<file path="config.mk">
export PLATFORM = sky130hd
export DESIGN_NAME = prog_rom_arbiter
export DESIGN_NICKNAME = d
export VERILOG_FILES = /design/src/rtl/prog_rom_arb_pkg.sv /design/src/rtl/prog_rom_burst_seq.sv /design/src/rtl/prog_rom_arbiter.sv
export SDC_FILE = /design/constraint.sdc
export NUM_CORES = 1
export LEC_CHECK = 0
export CAP_MARGIN = 0
export CORE_MARGIN = 5
export CORE_UTILIZATION = 39
export DETAILED_ROUTE_END_ITERATION = 8
export DONT_BUFFER_PORTS = 1
export GPL_TIMING_DRIVEN = 0
export PLACE_DENSITY = 0.58
export SLEW_MARGIN = 40
export SYNTH_ARGS = -nofsm -noshare
export SYNTH_HDL_FRONTEND = slang
export SYNTH_HIERARCHICAL = 1
export SYNTH_SLANG_ARGS = --single-unit
</file>
<file path="constraint.sdc">
create_clock -name CLK -period 2.8 [get_ports CLK]
set_input_delay 0.14 -clock CLK [delete_from_list [all_inputs] [get_ports CLK]]
set_output_delay 0.14 -clock CLK [all_outputs]
set_load 0.01 [all_outputs]
</file>
<file path="src/rtl/prog_rom_arb_pkg.sv">
// Shared types for the program ROM arbiter: debug burst states and read-port owner tags.
package prog_rom_arb_pkg;

  localparam int unsigned ROM_DEPTH = 1024;

  typedef enum logic [1:0] {
    IDLE,
    BURST,
    DRAIN
  } dbg_state_t;

  typedef enum logic [1:0] {
    OWN_NONE,
    OWN_FETCH,
    OWN_DBG
  } owner_t;

endpackage

</file>
<file path="src/rtl/prog_rom_burst_seq.sv">
// Debug burst-readback sequencer: walks a wrapping address range one word per granted cycle.
module prog_rom_burst_seq
  import prog_rom_arb_pkg::*;
#(
  parameter int unsigned ADDR_W = 10
) (
  input  logic              CLK,
  input  logic              RST_N,
  input  logic              dbg_start,
  input  logic [ADDR_W-1:0] dbg_start_addr,
  input  logic [ADDR_W:0]   dbg_len,
  input  logic              dbg_gnt,
  output logic              dbg_req,
  output logic [ADDR_W-1:0] dbg_addr,
  output logic              dbg_busy,
  output logic              dbg_done
);

  localparam logic [ADDR_W:0] REM_ONE = (ADDR_W + 1)'(1);

  dbg_state_t        state_q, state_d;
  logic [ADDR_W-1:0] addr_q, addr_d;
  logic [ADDR_W:0]   rem_q, rem_d;

  always_comb begin
    state_d = state_q;
    addr_d  = addr_q;
    rem_d   = rem_q;
    unique case (state_q)
      IDLE: begin
        // A zero-length request never leaves IDLE, so it produces no BUSY and no DONE.
        if (dbg_start && (dbg_len != '0)) begin
          addr_d  = dbg_start_addr;
          rem_d   = dbg_len;
          state_d = BURST;
        end
      end
      BURST: begin
        if (dbg_gnt) begin
          addr_d = addr_q + 1'b1;
          rem_d  = rem_q - 1'b1;
          if (rem_q == REM_ONE) state_d = DRAIN;
        end
      end
      DRAIN:   state_d = IDLE;
      default: state_d = IDLE;
    endcase
  end

  always_ff @(posedge CLK or negedge RST_N) begin
    if (!RST_N) begin
      state_q <= IDLE;
      addr_q  <= '0;
      rem_q   <= '0;
    end else begin
      state_q <= state_d;
      addr_q  <= addr_d;
      rem_q   <= rem_d;
    end
  end

  assign dbg_req  = (state_q == BURST);
  assign dbg_addr = addr_q;
  assign dbg_busy = (state_q != IDLE);
  // DRAIN lasts one cycle and always follows the final grant, so it lines up with the last VALID.
  assign dbg_done = (state_q == DRAIN);

endmodule

</file>
<file path="src/rtl/prog_rom_arbiter.sv">
// Shares the program ROM read port between CPU fetch and the debug burst engine.
// Optional PROG_ARB_PERF_EN adds saturating stall/conflict counters.
module prog_rom_arbiter
  import prog_rom_arb_pkg::*;
#(
  parameter int unsigned ADDR_W   = 10,
  parameter int unsigned DATA_W   = 18,
  parameter int unsigned MAX_WAIT = 8
) (
  input  logic              CLK,
  input  logic              RST_N,
  input  logic              FETCH_REQ,
  input  logic [ADDR_W-1:0] FETCH_ADDR,
  output logic              FETCH_GNT,
  output logic              FETCH_VALID,
  output logic [DATA_W-1:0] FETCH_IR,
  input  logic              DBG_START,
  input  logic [ADDR_W-1:0] DBG_ADDR,
  input  logic [ADDR_W:0]   DBG_LEN,
  output logic              DBG_BUSY,
  output logic              DBG_VALID,
  output logic [DATA_W-1:0] DBG_DATA,
  output logic              DBG_DONE,
  output logic [ADDR_W-1:0] ROM_ADDR,
  input  logic [DATA_W-1:0] ROM_DATA,
  output logic [15:0]       STALL_CNT,
  output logic [15:0]       CONFLICT_CNT
);

  localparam logic [7:0] MAX_WAIT_C = 8'(MAX_WAIT);

  logic              dbg_req, dbg_gnt, dbg_busy, dbg_done, fetch_gnt, forced;
  logic [ADDR_W-1:0] dbg_addr;
  logic [ADDR_W-1:0] rom_addr_q, rom_addr_d;
  logic [7:0]        wait_q, wait_d;
  owner_t            owner_q, owner_d;

  prog_rom_burst_seq #(
    .ADDR_W(ADDR_W)
  ) u_burst_seq (
    .CLK           (CLK),
    .RST_N         (RST_N),
    .dbg_start     (DBG_START),
    .dbg_start_addr(DBG_ADDR),
    .dbg_len       (DBG_LEN),
    .dbg_gnt       (dbg_gnt),
    .dbg_req       (dbg_req),
    .dbg_addr      (dbg_addr),
    .dbg_busy      (dbg_busy),
    .dbg_done      (dbg_done)
  );

  always_comb begin
    forced     = dbg_req && (wait_q == MAX_WAIT_C);
    // Gated by RST_N so a fetch request held through reset cannot show a grant.
    fetch_gnt  = RST_N && FETCH_REQ && !forced;
    dbg_gnt    = dbg_req && !fetch_gnt;
    rom_addr_d = rom_addr_q;
    owner_d    = OWN_NONE;
    if (fetch_gnt) begin
      rom_addr_d = FETCH_ADDR;
      owner_d    = OWN_FETCH;
    end else if (dbg_gnt) begin
      rom_addr_d = dbg_addr;
      owner_d    = OWN_DBG;
    end
    wait_d = wait_q;
    if (!dbg_req || dbg_gnt) begin
      wait_d = '0;
    end else if (wait_q != MAX_WAIT_C) begin
      wait_d = wait_q + 8'd1;
    end
  end

  always_ff @(posedge CLK or negedge RST_N) begin
    if (!RST_N) begin
      rom_addr_q <= '0;
      wait_q     <= '0;
      owner_q    <= OWN_NONE;
    end else begin
      rom_addr_q <= rom_addr_d;
      wait_q     <= wait_d;
      owner_q    <= owner_d;
    end
  end

  // The ROM registers its address, so the granted address goes out in the grant cycle.
  assign ROM_ADDR    = rom_addr_d;
  assign FETCH_GNT   = fetch_gnt;
  assign FETCH_VALID = (owner_q == OWN_FETCH);
  assign FETCH_IR    = FETCH_VALID ? ROM_DATA : '0;
  assign DBG_VALID   = (owner_q == OWN_DBG);
  assign DBG_DATA    = DBG_VALID ? ROM_DATA : '0;
  assign DBG_BUSY    = dbg_busy;
  assign DBG_DONE    = dbg_done;

`ifdef PROG_ARB_PERF_EN
  logic [15:0] stall_q, conflict_q;

  always_ff @(posedge CLK or negedge RST_N) begin
    if (!RST_N) begin
      stall_q    <= '0;
      conflict_q <= '0;
    end else begin
      if (forced && FETCH_REQ && (stall_q != 16'hFFFF)) stall_q <= stall_q + 16'd1;
      if (FETCH_REQ && dbg_req && (conflict_q != 16'hFFFF)) conflict_q <= conflict_q + 16'd1;
    end
  end

  assign STALL_CNT    = stall_q;
  assign CONFLICT_CNT = conflict_q;
`else
  assign STALL_CNT    = '0;
  assign CONFLICT_CNT = '0;
`endif

endmodule

</file>
* After elaboration in Yosys (flattened, before gate mapping) *
Index checks and enable logic that the tools add are counted.
Widths: inputs -> output; s select.

word-level totals
  bits in registers = 43
  latch bits = 0
  memory bits (writable) = 0
  memory bits (read-only) = 0
  output and inout port bits = 83
  memories kept = 0

cells by class
  add/subtract/negate cells = 3
  multipliers = 0
  div/mod/pow operators = 0
  order comparisons = 0
  equality and inequality tests = 10
  shift-type cells = 0
  multiplexer cells = 18
  bitwise operators = 0
  reduce and logical (&&, ||, !) cells = 16

operator list
  kind                   number
  $mux 10                4
  $mux 18                2
  $mux 11                2
  $pmux 11 s2            1
  $pmux 10 s2            1
  $mux 8                 2
  $eq 11x1->1 const B    1
  $reduce_bool 11->1     1
  $sub 11x1->11 const B  1
  $add 10x1->10 const B  1
  $mux 2                 5
  $add 8x1->8 const B    1
  $eq 8x4->1 const B     1
  $ne 8x4->1 const B     1
  $ne 2x1->1 const B     3
  $reduce_and 3->1       2
  $reduce_bool 2->1      3
  $logic_and 1x1->1      5
  $eq 2x1->1 const B     2
  $eq 2x2->1 const B     2
  $pmux 2 s2             1
  $logic_not 1->1        3
  $logic_not 2->1        1
  $logic_or 1x1->1       1

* Logic depth before layout (Yosys ltp) *
  depth after elaboration = 8
  mapped depth = 12

* Modules after synthesis *
The synthesis kept the hierarchy.

by module, submodules not included
  module              times used  cells each  area each (um^2)  seq. area each (um^2)
  prog_rom_burst_seq  1           171         1,592.8           575.6
  prog_rom_arbiter    1           151         1,495.2           500.5

* Worst setup path before layout *
OpenSTA, ideal clock, no wires.

  kind = register to register
  start point = register u_burst_seq.state_q[0]
  end point = register u_burst_seq.addr_q[1] (netlist: u_burst_seq/dbg_addr[1])
  arrival time = 2,469 ps
  path slack = 206 ps
  stages on the path, launching flop included = 13
  buffers on the path = 3
  path through = dfrtp_1 > or2b_4 > inv_2 > buf_4 > buf_6 > and4bb_2 > a21oi_4 > buf_6 > nor2_1 > nand3b_1 > a21boi_4 > nand2_2 > mux2_4

on the way
  word-level cells in the longest chain between the ends = 8
  elaborated cells on any way between the ends = 12
  those cells by class = eq/ne: 3; mux: 1; reduce/logical: 8

ends and longest elaborated chain
  what                        RTL line                  text
  start: declaration          prog_rom_burst_seq.sv:21  dbg_state_t state_q, state_d;
  start signal: assignment    prog_rom_burst_seq.sv:56  state_q <= state_d;
  $eq 2x1->1                  prog_rom_burst_seq.sv:62  assign dbg_req = (state_q == BURST);
  named net dbg_req           prog_rom_arbiter.sv:32    logic dbg_req, dbg_gnt, dbg_busy, dbg_done, fetch_gnt, forced;
  $logic_and 1x1->1           prog_rom_arbiter.sv:54    forced = dbg_req && (wait_q == MAX_WAIT_C);
  $logic_not 1->1             prog_rom_arbiter.sv:56    fetch_gnt = RST_N && FETCH_REQ && !forced;
  $logic_and 1x1->1           prog_rom_arbiter.sv:56
  named net FETCH_GNT         prog_rom_arbiter.sv:14    output logic FETCH_GNT,
  $logic_not 1->1             prog_rom_arbiter.sv:57    dbg_gnt = dbg_req && !fetch_gnt;
  $logic_and 1x1->1           prog_rom_arbiter.sv:57
  named net dbg_gnt           prog_rom_arbiter.sv:32
  $ne 2x1->1 (no line)        n/a
  $reduce_and 3->1 (no line)  n/a
  end signal: assignment      prog_rom_burst_seq.sv:57  addr_q <= addr_d;
  end: declaration            prog_rom_burst_seq.sv:22  logic [ADDR_W-1:0] addr_q, addr_d;

The timed path passes the listed nets, and every way through them passes these cells.
A chain may end at the register's enable or synchronous reset.

* Final worst setup path *
  start point = register u_burst_seq.state_q[1]
  end point = register u_burst_seq.addr_q[1] (netlist: u_burst_seq/dbg_addr[1])

Same word-level chain as after synthesis.

==> out/qor.yml <==
synth_edf_count: 0
drv_slew: 0
seq_area_frac_synth: 0.3485
finalCritPeriodShare: 0.9588
critPathLaunch: "u_burst_seq/state_q[1]"
setup_violations: 0
vias: 2519
globalplace.congestion: 0.8270
max_freq_mhz: 372.5
yosys.area.top_type: "dfrtp_1"
yosys-top-cells-area: "dfrtp_1 35%, buf_4 8.5%, and2_1 7.5%"
clockBufferDepth: 2
worst_pin_slew_ps: 572.4
die_height_um: 98.98
postSynthCellCount: 322
intPower_mw: 1.663
finalPower_mw: 2.709
hold_path.class: "primary input to flop"
dr.first_iter.drc_count: 156
peakVddDrop_mv: 0.3368
crit_end: "u_burst_seq/dbg_addr[1]"
max-slew-margin-rel: 0.6184
worst_ep_required_time_ps: 2990
fin_crit_ps: 2685
grt_max_degree: 44
ys_seq_elements: 43
cp_slowest_cell: "dfrtp_2"
path_class: "flop to flop"
hold_viol: 0
seq_power_share: 0.400
start_kind: "flop"
hold_path_depth: 1
leakage_nw: 1.573
fin_skew_ps: 9.318
htree_levels: 2
r2r-start: "u_burst_seq/state_q[1]"
synth_top_cell_area_share: 0.3485
cp_max_fo: 13
gr-usage-met1: 0.2076
cap_viol_max_count: 0
synth.avg_cell_area_sq_um: 9.590
numPortBuffers: 0
clk_pin_slew_ps: 90
track_usage: 0.1649
firstDrtPassIters: 4
insertion_delay_ps: 300
fin_nets: 429
status: "complete, no violations"
end_kind: "flop"
area_growth_pct: 16.57
grt_pass1_vias: 2459
clkPwrFrac: 0.182
reg2reg_slack_ps: 120
grt_pass1_wl_um: 12990
cts.sinks: 43
core-area_sq_um: 7727
async_flop_share: 1.000
drive_gt1_frac: 0.2769
num-fill-cells: 771
ios: 136
die_w_um: 98.98
drc: 0
wirelength_um: 8363
path_cells: "or2b_4 > inv_2 > buf_6 > buf_12 > and4bb_2 > a21oi_4 > buf_12 > nor2_4 > nand3b_1 > a21boi_4 > nand2_2 > mux2_4"
use_met3: 0.04105
antennaDiodeCount: 0
cp_common_cell: "buf_12"
switching_power_mw: 1.046
cts_tree: "yes"
dp_hpwl_um: 6199
grt.busiest_layer: "met2"
r2r-end: "u_burst_seq/dbg_addr[1]"
viasPerCell: 5.314
cts_inserted_buffers: 5
overflow: 0
drtAntennaViolNets: 0
use_met2: 0.2810
antenna_found_initial: 0
combPwrFrac: 0.418
die_area_sq_um: 9797
cpPeakStageDelay_ps: 420
crit_arrival_ps: 2880
floorplan.initialDensity: 0.3996
ys.flop_type: "dfrtp_1"
fin_setup_tns_ps: 0
post_drt_wl_per_cell_um: 17.64
synth_warnings: 6
reg2regPathDepth: 12
cts_root_buf: "clkbuf_8"
ys_types: 57
row_count: 32
p_per_area_nw_per_um2: 752.7
syn_area_sq_um: 3088
swShare: 0.3862
stage by stage:
step	area [sq um]	worst slack [ps]	hold slack, ps	cells	util
4_1_cts	3535	13.53	14.64	469	0.4574
5_1_grt	3600	-4.375	13.76	474	0.4658
3_5_place_dp	3332	-280.9	-154.3	455	0.4312
6_report	3600	115.3	23.96	474	0.4658
3_3_place_gp	3332	-270.6	-154.2	455	0.4312
2_1_floorplan	3204	205.9	-155.6	353	-
flip-flops by register name, indices dropped and copies added, names as in the netlist:
name	flops
u_burst_seq/rem_q	11
wait_q	8
owner_q	2
rom_addr_q	10
u_burst_seq/state_q	2
u_burst_seq/dbg_addr	10
layout by cell type, fill, tap and decap left out, drive strengths merged, types with 2 or more instances in the layout:
master | netlist | routed
dlygate4sd3 | 0 | 4
nor2b | 3 | 3
and3 | 2 | 2
a31oi | 6 | 6
nor4b | 4 | 4
ha | 5 | 5
a21boi | 2 | 2
o22ai | 8 | 8
a22oi | 6 | 6
xor2 | 2 | 2
nor2 | 18 | 18
dfrtp | 43 | 43
o21ai | 14 | 14
o2bb2ai | 11 | 11
a21oi | 19 | 19
mux2 | 21 | 21
o22a | 4 | 4
or3 | 5 | 5
and2 | 37 | 37
and4 | 2 | 2
nand3 | 6 | 6
nor3 | 7 | 7
nor4 | 5 | 5
conb | 1 | 32
inv | 7 | 7
clkbuf | 3 | 8
nand4 | 5 | 5
clkinv | 0 | 2
a41oi | 2 | 2
nor3b | 4 | 4
nand2 | 14 | 14
buf | 43 | 50
metal layers:
metal  wire length, um  share of wire
met5                 0              0
met1              3433           0.41
met4                92          0.011
met2              4125           0.49
met3               712          0.085
timing repair:
action / in CTS / in global routing
endpoints found under the setup margin: 21 / 7
hold endpoints to repair: 45 / 1
pin swaps: 1 / 2
resized for setup: 5 / 6
hold buffers: 4 / 1
buffers inserted: 2 / 4
synthesized netlist by cell type (5+ instances only):
master	count
a22oi_1	6
o22ai_1	8
dfrtp_1	43
o21ai_0	14
nor2_1	17
inv_1	6
o2bb2ai_1	11
ha_1	5
nand4_1	5
buf_6	5
mux2_4	7
nand2_1	13
a21oi_1	18
nand3_1	6
a31oi_1	6
and2_1	37
mux2_2	14
nor3_1	6
buf_4	35
critical path, delay by kind of cell, from the launching register on:
family | cells | cell delay (ps)
muxes | 1 | 310
AOI/OAI and AO/OA | 2 | 270
and+or+nand+nor | 5 | 1040
buffers and inverters | 4 | 530
DFF | 1 | 420
how the worst min path moves through the flow:
| stage | slack [ps] | end | start |
|---|---|---|---|
| finish | 20 | rom_addr_q[4] | FETCH_ADDR[4] |
| global route | 10 | rom_addr_q[8] | FETCH_ADDR[8] |
| CTS | 10 | rom_addr_q[3] | FETCH_ADDR[3] |
| detailed placement | -150 | u_burst_seq/rem_q[8] | RST_N |
| global placement | -150 | u_burst_seq/rem_q[8] | RST_N |
| floorplan | -160 | owner_q[0] | RST_N |
power by group through the flow:
stage               Combinational [mW]  Sequential [mW]  Clock [mW]
floorplan                        0.917             1.01           0
global placement                  1.07             1.08           0
detailed placement                1.08             1.09           0
CTS                               1.12             1.08       0.511
global route                      1.27             1.12       0.536
finish                            1.13             1.08       0.492
cells by family (layout without fill, tap and decap cells):
kind of cell    count (synthesis)  in the layout  synth area share
flops                          43             43            0.3485
compound gates                 77             77            0.1738
other cells                     1             32          0.001214
buf+inv                        53             72            0.1203
mux                            22             22           0.08833
simple gates                  118            118            0.2391
xor+xnor                        3              3          0.008510
fa+ha+maj                       5              5           0.02026
final cells by class:
type,instances,area (sq um),share of cell area
buffer,46,366.6,0.1018
inverter,7,26.28,0.007299
clock inverter,3,43.79,0.01217
sequential,43,1079,0.2996
multi-input combinational,257,1775,0.4932
clock buffer,5,68.82,0.01912
timing repair buffer,11,112.6,0.03128
tap,102,127.6,0.03545
Note: power is estimated with default switching activity, not from simulation.
